$ cat src/rtl/rr_arbiter_16.sv
// 16-way round-robin arbiter granting one owner until done, req drop or (ARB_TIMEOUT_EN) hold limit.
// Latency: grant registered one cycle after req is sampled in IDLE; at least one IDLE cycle between grants.
// Backpressure: owner holds the resource until it releases; other requesters wait, nothing is queued.
module rr_arbiter_16 #(
    parameter int MAX_HOLD = 64
) (
    input  logic        clk,
    input  logic        reset,
    input  logic [15:0] req,
    input  logic        done,
    output logic [15:0] grant,
    output logic [3:0]  grant_idx,
    output logic        grant_valid,
    output logic        timeout
);

    typedef enum logic {
        IDLE = 1'b0,
        BUSY = 1'b1
    } state_t;

    state_t      state;
    logic [3:0]  last;
    logic [3:0]  cand;
    logic [3:0]  pick_idx;
    logic        pick_vld;
    logic        owner_req;
    logic        release_now;

    if (MAX_HOLD < 2 || MAX_HOLD > 255) begin : g_max_hold_range
        $error("rr_arbiter_16: MAX_HOLD must be in 2..255");
    end

    // Scan downward from last-1; iterating far-to-near lets the nearest candidate win.
    always_comb begin
        cand     = 4'd0;
        pick_idx = 4'd0;
        pick_vld = 1'b0;
        for (int k = 16; k >= 1; k--) begin
            cand = last - 4'(k);
            if (req[cand]) begin
                pick_idx = cand;
                pick_vld = 1'b1;
            end
        end
    end

    assign owner_req = req[grant_idx];

`ifdef ARB_TIMEOUT_EN
    logic [7:0] hold_cnt;
    logic       hold_limit;

    assign hold_limit  = (hold_cnt == 8'(MAX_HOLD - 1));
    assign release_now = done | ~owner_req | hold_limit;
`else
    assign release_now = done | ~owner_req;
    assign timeout     = 1'b0;
`endif

    always_ff @(posedge clk or posedge reset) begin
        if (reset) begin
            state       <= IDLE;
            grant       <= 16'd0;
            grant_idx   <= 4'd0;
            grant_valid <= 1'b0;
            last        <= 4'd0;
`ifdef ARB_TIMEOUT_EN
            hold_cnt    <= 8'd0;
            timeout     <= 1'b0;
`endif
        end else begin
`ifdef ARB_TIMEOUT_EN
            timeout <= 1'b0;
`endif
            case (state)
                IDLE: begin
                    if (pick_vld) begin
                        state       <= BUSY;
                        grant       <= 16'd1 << pick_idx;
                        grant_idx   <= pick_idx;
                        grant_valid <= 1'b1;
`ifdef ARB_TIMEOUT_EN
                        hold_cnt    <= 8'd0;
`endif
                    end
                end
                BUSY: begin
                    if (release_now) begin
                        state       <= IDLE;
                        grant       <= 16'd0;
                        grant_idx   <= 4'd0;
                        grant_valid <= 1'b0;
                        last        <= grant_idx;
`ifdef ARB_TIMEOUT_EN
                        // A voluntary release on the limit cycle wins over the forced one.
                        timeout     <= ~done & owner_req;
`endif
                    end
`ifdef ARB_TIMEOUT_EN
                    else begin
                        hold_cnt <= hold_cnt + 8'd1;
                    end
`endif
                end
                default: state <= IDLE;
            endcase
        end
    end

endmodule

$ cat config.mk
export PLATFORM = sky130hd
export DESIGN_NAME = rr_arbiter_16
export DESIGN_NICKNAME = d
export VERILOG_FILES = /design/src/rtl/rr_arbiter_16.sv
export SDC_FILE = /design/constraint.sdc
export NUM_CORES = 1
export LEC_CHECK = 0
export CORE_AREA = 2 2 83 85
export DETAILED_ROUTE_END_ITERATION = 12
export DIE_AREA = 0 0 85 87
export PLACE_DENSITY = 0.81
export SLEW_MARGIN = 25
export SYNTH_ARGS = -nofsm -noshare
export SYNTH_HDL_FRONTEND = slang
export SYNTH_SLANG_ARGS = --single-unit
$ cat constraint.sdc
create_clock -name clk -period 4.94 [get_ports clk]
set_input_delay 1.482 -clock clk [delete_from_list [all_inputs] [get_ports clk]]
set_output_delay 1.482 -clock clk [all_outputs]
set_load 0.005 [all_outputs]
==> impl_metrics.sql <==
INSERT INTO impl_metrics (metric_group, metric, value, unit) VALUES
('placement', 'dpl.hpwl', '8.28', 'mm'),
('sta', 'period_share', '93.3', '%'),
('setup_path', 'critPathKind', 'in2reg', ''),
('route', 'route.final.wire_length', '11.1', 'mm'),
('setup_path', 'r2r-start', 'last[0]', ''),
('synthesis', 'synth_seq_area_share', '17.5', '%'),
('route', 'wl_per_cell', '22.4', 'µm'),
('cts', 'post_cts.repair.setup_buffers', '0', ''),
('layout', 'fin_nets', '440', ''),
('synthesis', 'number_of_enable_type_register_cells_in_the_synthesized_netlist', '0', ''),
('run', 'maxCapViolCount', '0', ''),
('cts', 'cts_inserted_buffers', '3', ''),
('cts', 'post_cts_hold_buffer_count', '0', ''),
('setup_path', 'startpoint_type', 'input port', ''),
('layout', 'antenna_cells', '0', ''),
('layout', 'layout_commonest_cell', 'clkdlybuf4s50_1', ''),
('global_route', 'globalRouteOverflowTotal', '0', ''),
('global_route', 'grtUsageTotal', '30.3', '%'),
('global_route', 'initial_antenna_violation_count', '0', ''),
('setup_path', 'cp_data_arrival_time', '4.80', 'ns'),
('route', 'avgViaCountPerCell', '7.22', ''),
('setup_path', 'critPathSlowestCell', 'mux4_2', ''),
('cts', 'cts-resized-gates', '0', ''),
('placement', 'place.gp.congestion', '0.955', ''),
('synthesis', 'synthFlopType', 'dfrtp_1', ''),
('sta', 'slew-limit-headroom', '40.5', '%'),
('cts', 'clkSlewWorstSetupHoldPaths', '0.09', 'ns'),
('sta', 'worst-slew-pin-transition', '0.893', 'ns'),
('sta', 'finalClockSkew', '0.00516', 'ns'),
('setup_path', 'critPathMostFrequentCell', 'mux2i_1', ''),
('setup_path', 'path_max_fanout', '19', ''),
('setup_path', 'slowest_delay', '0.60', 'ns'),
('synthesis', 'yosysWarnings', '0', ''),
('floorplanning', 'floorplan.die.width', '85', 'µm'),
('sta', 'grt_setup_unrepaired', 'no', ''),
('cts', 'clock-sinks', '26', ''),
('setup_path', 'critPathCaptureType', 'flop', ''),
('synthesis', 'synthCells', '383', ''),
('floorplanning', 'rows', '30', ''),
('synthesis', 'syn-cell-area', '0.00371', 'mm²'),
('floorplanning', 'total_die_area', '0.00740', 'mm²'),
('global_route', 'grt_first_pass_wirelength', '17.9', 'mm'),
('layout', 'fillers', '538', ''),
('route', 'firstDrtPassIters', '5', ''),
('synthesis', 'ys_ff_latch', '26', ''),
('setup_path', 'critPathTopFamily', 'simple AND/OR/NAND/NOR gates', ''),
('floorplanning', 'die_h', '87', 'µm'),
('synthesis', 'post_synthesis_net_count', '409', ''),
('setup_path', 'cp_cell_sequence', 'clkdlybuf4s50_1, mux4_2, mux2i_1, mux2i_1, nor4_2, and4_1, a21oi_2, nor2_4, nand2_1, o31ai_1', ''),
('layout', 'syn2layout_area_growth', '13.3', '%'),
('layout', 'share_of_cells_above_drive_strength_1', '20.8', '%'),
('sta', 'maxSlewViolCount', '0', ''),
('route', 'post-route-drc-count', '0', ''),
('min_path', 'min-delay-start', 'grant[1]', ''),
('cts', 'clockBufferDepth', '2', ''),
('floorplanning', 'initial_core_util', '56.4', '%'),
('route', 'vias', '3557', ''),
('sta', 'achievable-frequency', '217', 'MHz'),
('floorplanning', 'io_pins', '41', ''),
('synthesis', 'syn-mean-instance-area', '9.68', 'µm²'),
('route', 'route.antenna.remaining_nets', '0', ''),
('sta', 'period_needed', '4.61', 'ns'),
('sta', 'final-setup-viol-count', '0', ''),
('setup_path', 'cp.buffers_inverters', '1', ''),
('cts', 'clock_latency', '0.28', 'ns'),
('synthesis', 'postSynth.asyncResetShare', '100', '%'),
('setup_path', 'startpoint', 'req[13]', ''),
('global_route', 'grt_start_max_net_pins', '35', ''),
('floorplanning', 'core_area', '0.00657', 'mm²'),
('cts', 'tritoncts', 'yes', ''),
('placement', 'numPortBuffers', '39', ''),
('route', 'drtIter0Drc', '438', ''),
('min_path', 'hold_class', 'reg2reg', ''),
('global_route', 'vias_in_the_first_global_route', '3426', ''),
('sta', 'hold_violations', '0', ''),
('sta', 'tns', '0', 'ns'),
('run_status', 'status', 'complete, no violations', ''),
('cts', 'htree_levels', '1', ''),
('synthesis', 'distinct_cells_synth', '75', ''),
('cts', 'clock_tree.root_cell', 'clkbuf_8', ''),
('layout', 'mostFrequentLayoutCells', 'clkdlybuf4s50_1, nand2_1, mux4_2', ''),
('setup_path', 'crit_required', '5.13', 'ns');
==> tightest hold or removal path: cells and delay by family, from the launching register on <==
family,cells,cell delay [ns]
simple gates,1,0.05
flops,1,0.35
compound gates,1,0.06
==> cells in the mapped netlist (6+ instances only) <==
cell type   n  area (µm²)
clkbuf_1    7        26.3
o31ai_1     9        67.6
nor2_1     28         105
buf_4       6        45.0
nand2_1    35         131
inv_1       7        26.3
mux2_2     14         158
mux2i_1    32         320
ha_1        7        87.6
nor3_1      7        35.0
a32o_1      8        80.1
mux4_2     33         743
o21ai_0    19        95.1
dfrtp_1    26         651
a22o_1      7        61.3
a21oi_1    20         100
nor2b_1     8        50.1
==> path summary, 6_finish.rpt <==
| path | slack [ns] | cells after the start | endpoint |
|---|---|---|---|
| max | 0.33 | 10 | grant[6] |
| min in group asynchronous | 1.56 | 2 | grant[9] |
| min | 0.49 | 2 | grant[1] |
| max in group asynchronous | 3.02 | 2 | grant_idx[2] |
| max reg2reg | 0.65 | 10 | grant[6] |
| min reg2reg | 0.49 | 2 | grant[1] |
==> cells by family after synthesis <==
kind of cell,synth area share [%]
simple gates,15.2
fa+ha+maj,2.36
mux,33.3
flops,17.5
buf+inv,4.89
other cells,0.101
xor+xnor,3.41
compound gates,23.2
==> layer usage <==
metal | track usage [%] | up-vias | part of all wire, %
li1 | - | 1575 | -
met1 | 42.2 | 1734 | 41
met2 | 48.4 | 212 | 48
met3 | 3.70 | 36 | 8.0
met4 | 12.4 | 0 | 3.3
met5 | 0 | - | 0
==> area by class of cell <==
cell class	instances	area, µm²	area share (%)
Clock buffer	3	41.3	0.983
Clock inverter	1	30.0	0.715
Inverter	10	37.5	0.894
Multi-Input combinational cell	324	2880	68.5
Sequential cell	26	651	15.5
Tap cell	80	100	2.38
Timing Repair Buffer	49	465	11.1
==> registers in the layout, summed over array words and instances (netlist names) <==
name / flops
grant: 16
grant_valid: 1
grant_idx: 4
state: 1
last: 4
==> stage by stage <==
stage          utilization [%]  instance area (µm²)  hold WS [ns]  setup WS (ns)  instances
6_report                  63.9                 4200         0.491          0.331        493
4_1_cts                   63.9                 4200         0.493          0.390        493
5_1_grt                   63.9                 4200         0.522          0.128        493
3_3_place_gp              62.9                 4130         0.471          0.187        489
2_1_floorplan                -                 3710         0.471          0.996        383
3_5_place_dp              62.9                 4130         0.473          0.146        489
Power is left out: the tool's default activity adds up to more than one toggle a clock period on the data nets, which glitch-free logic cannot reach.
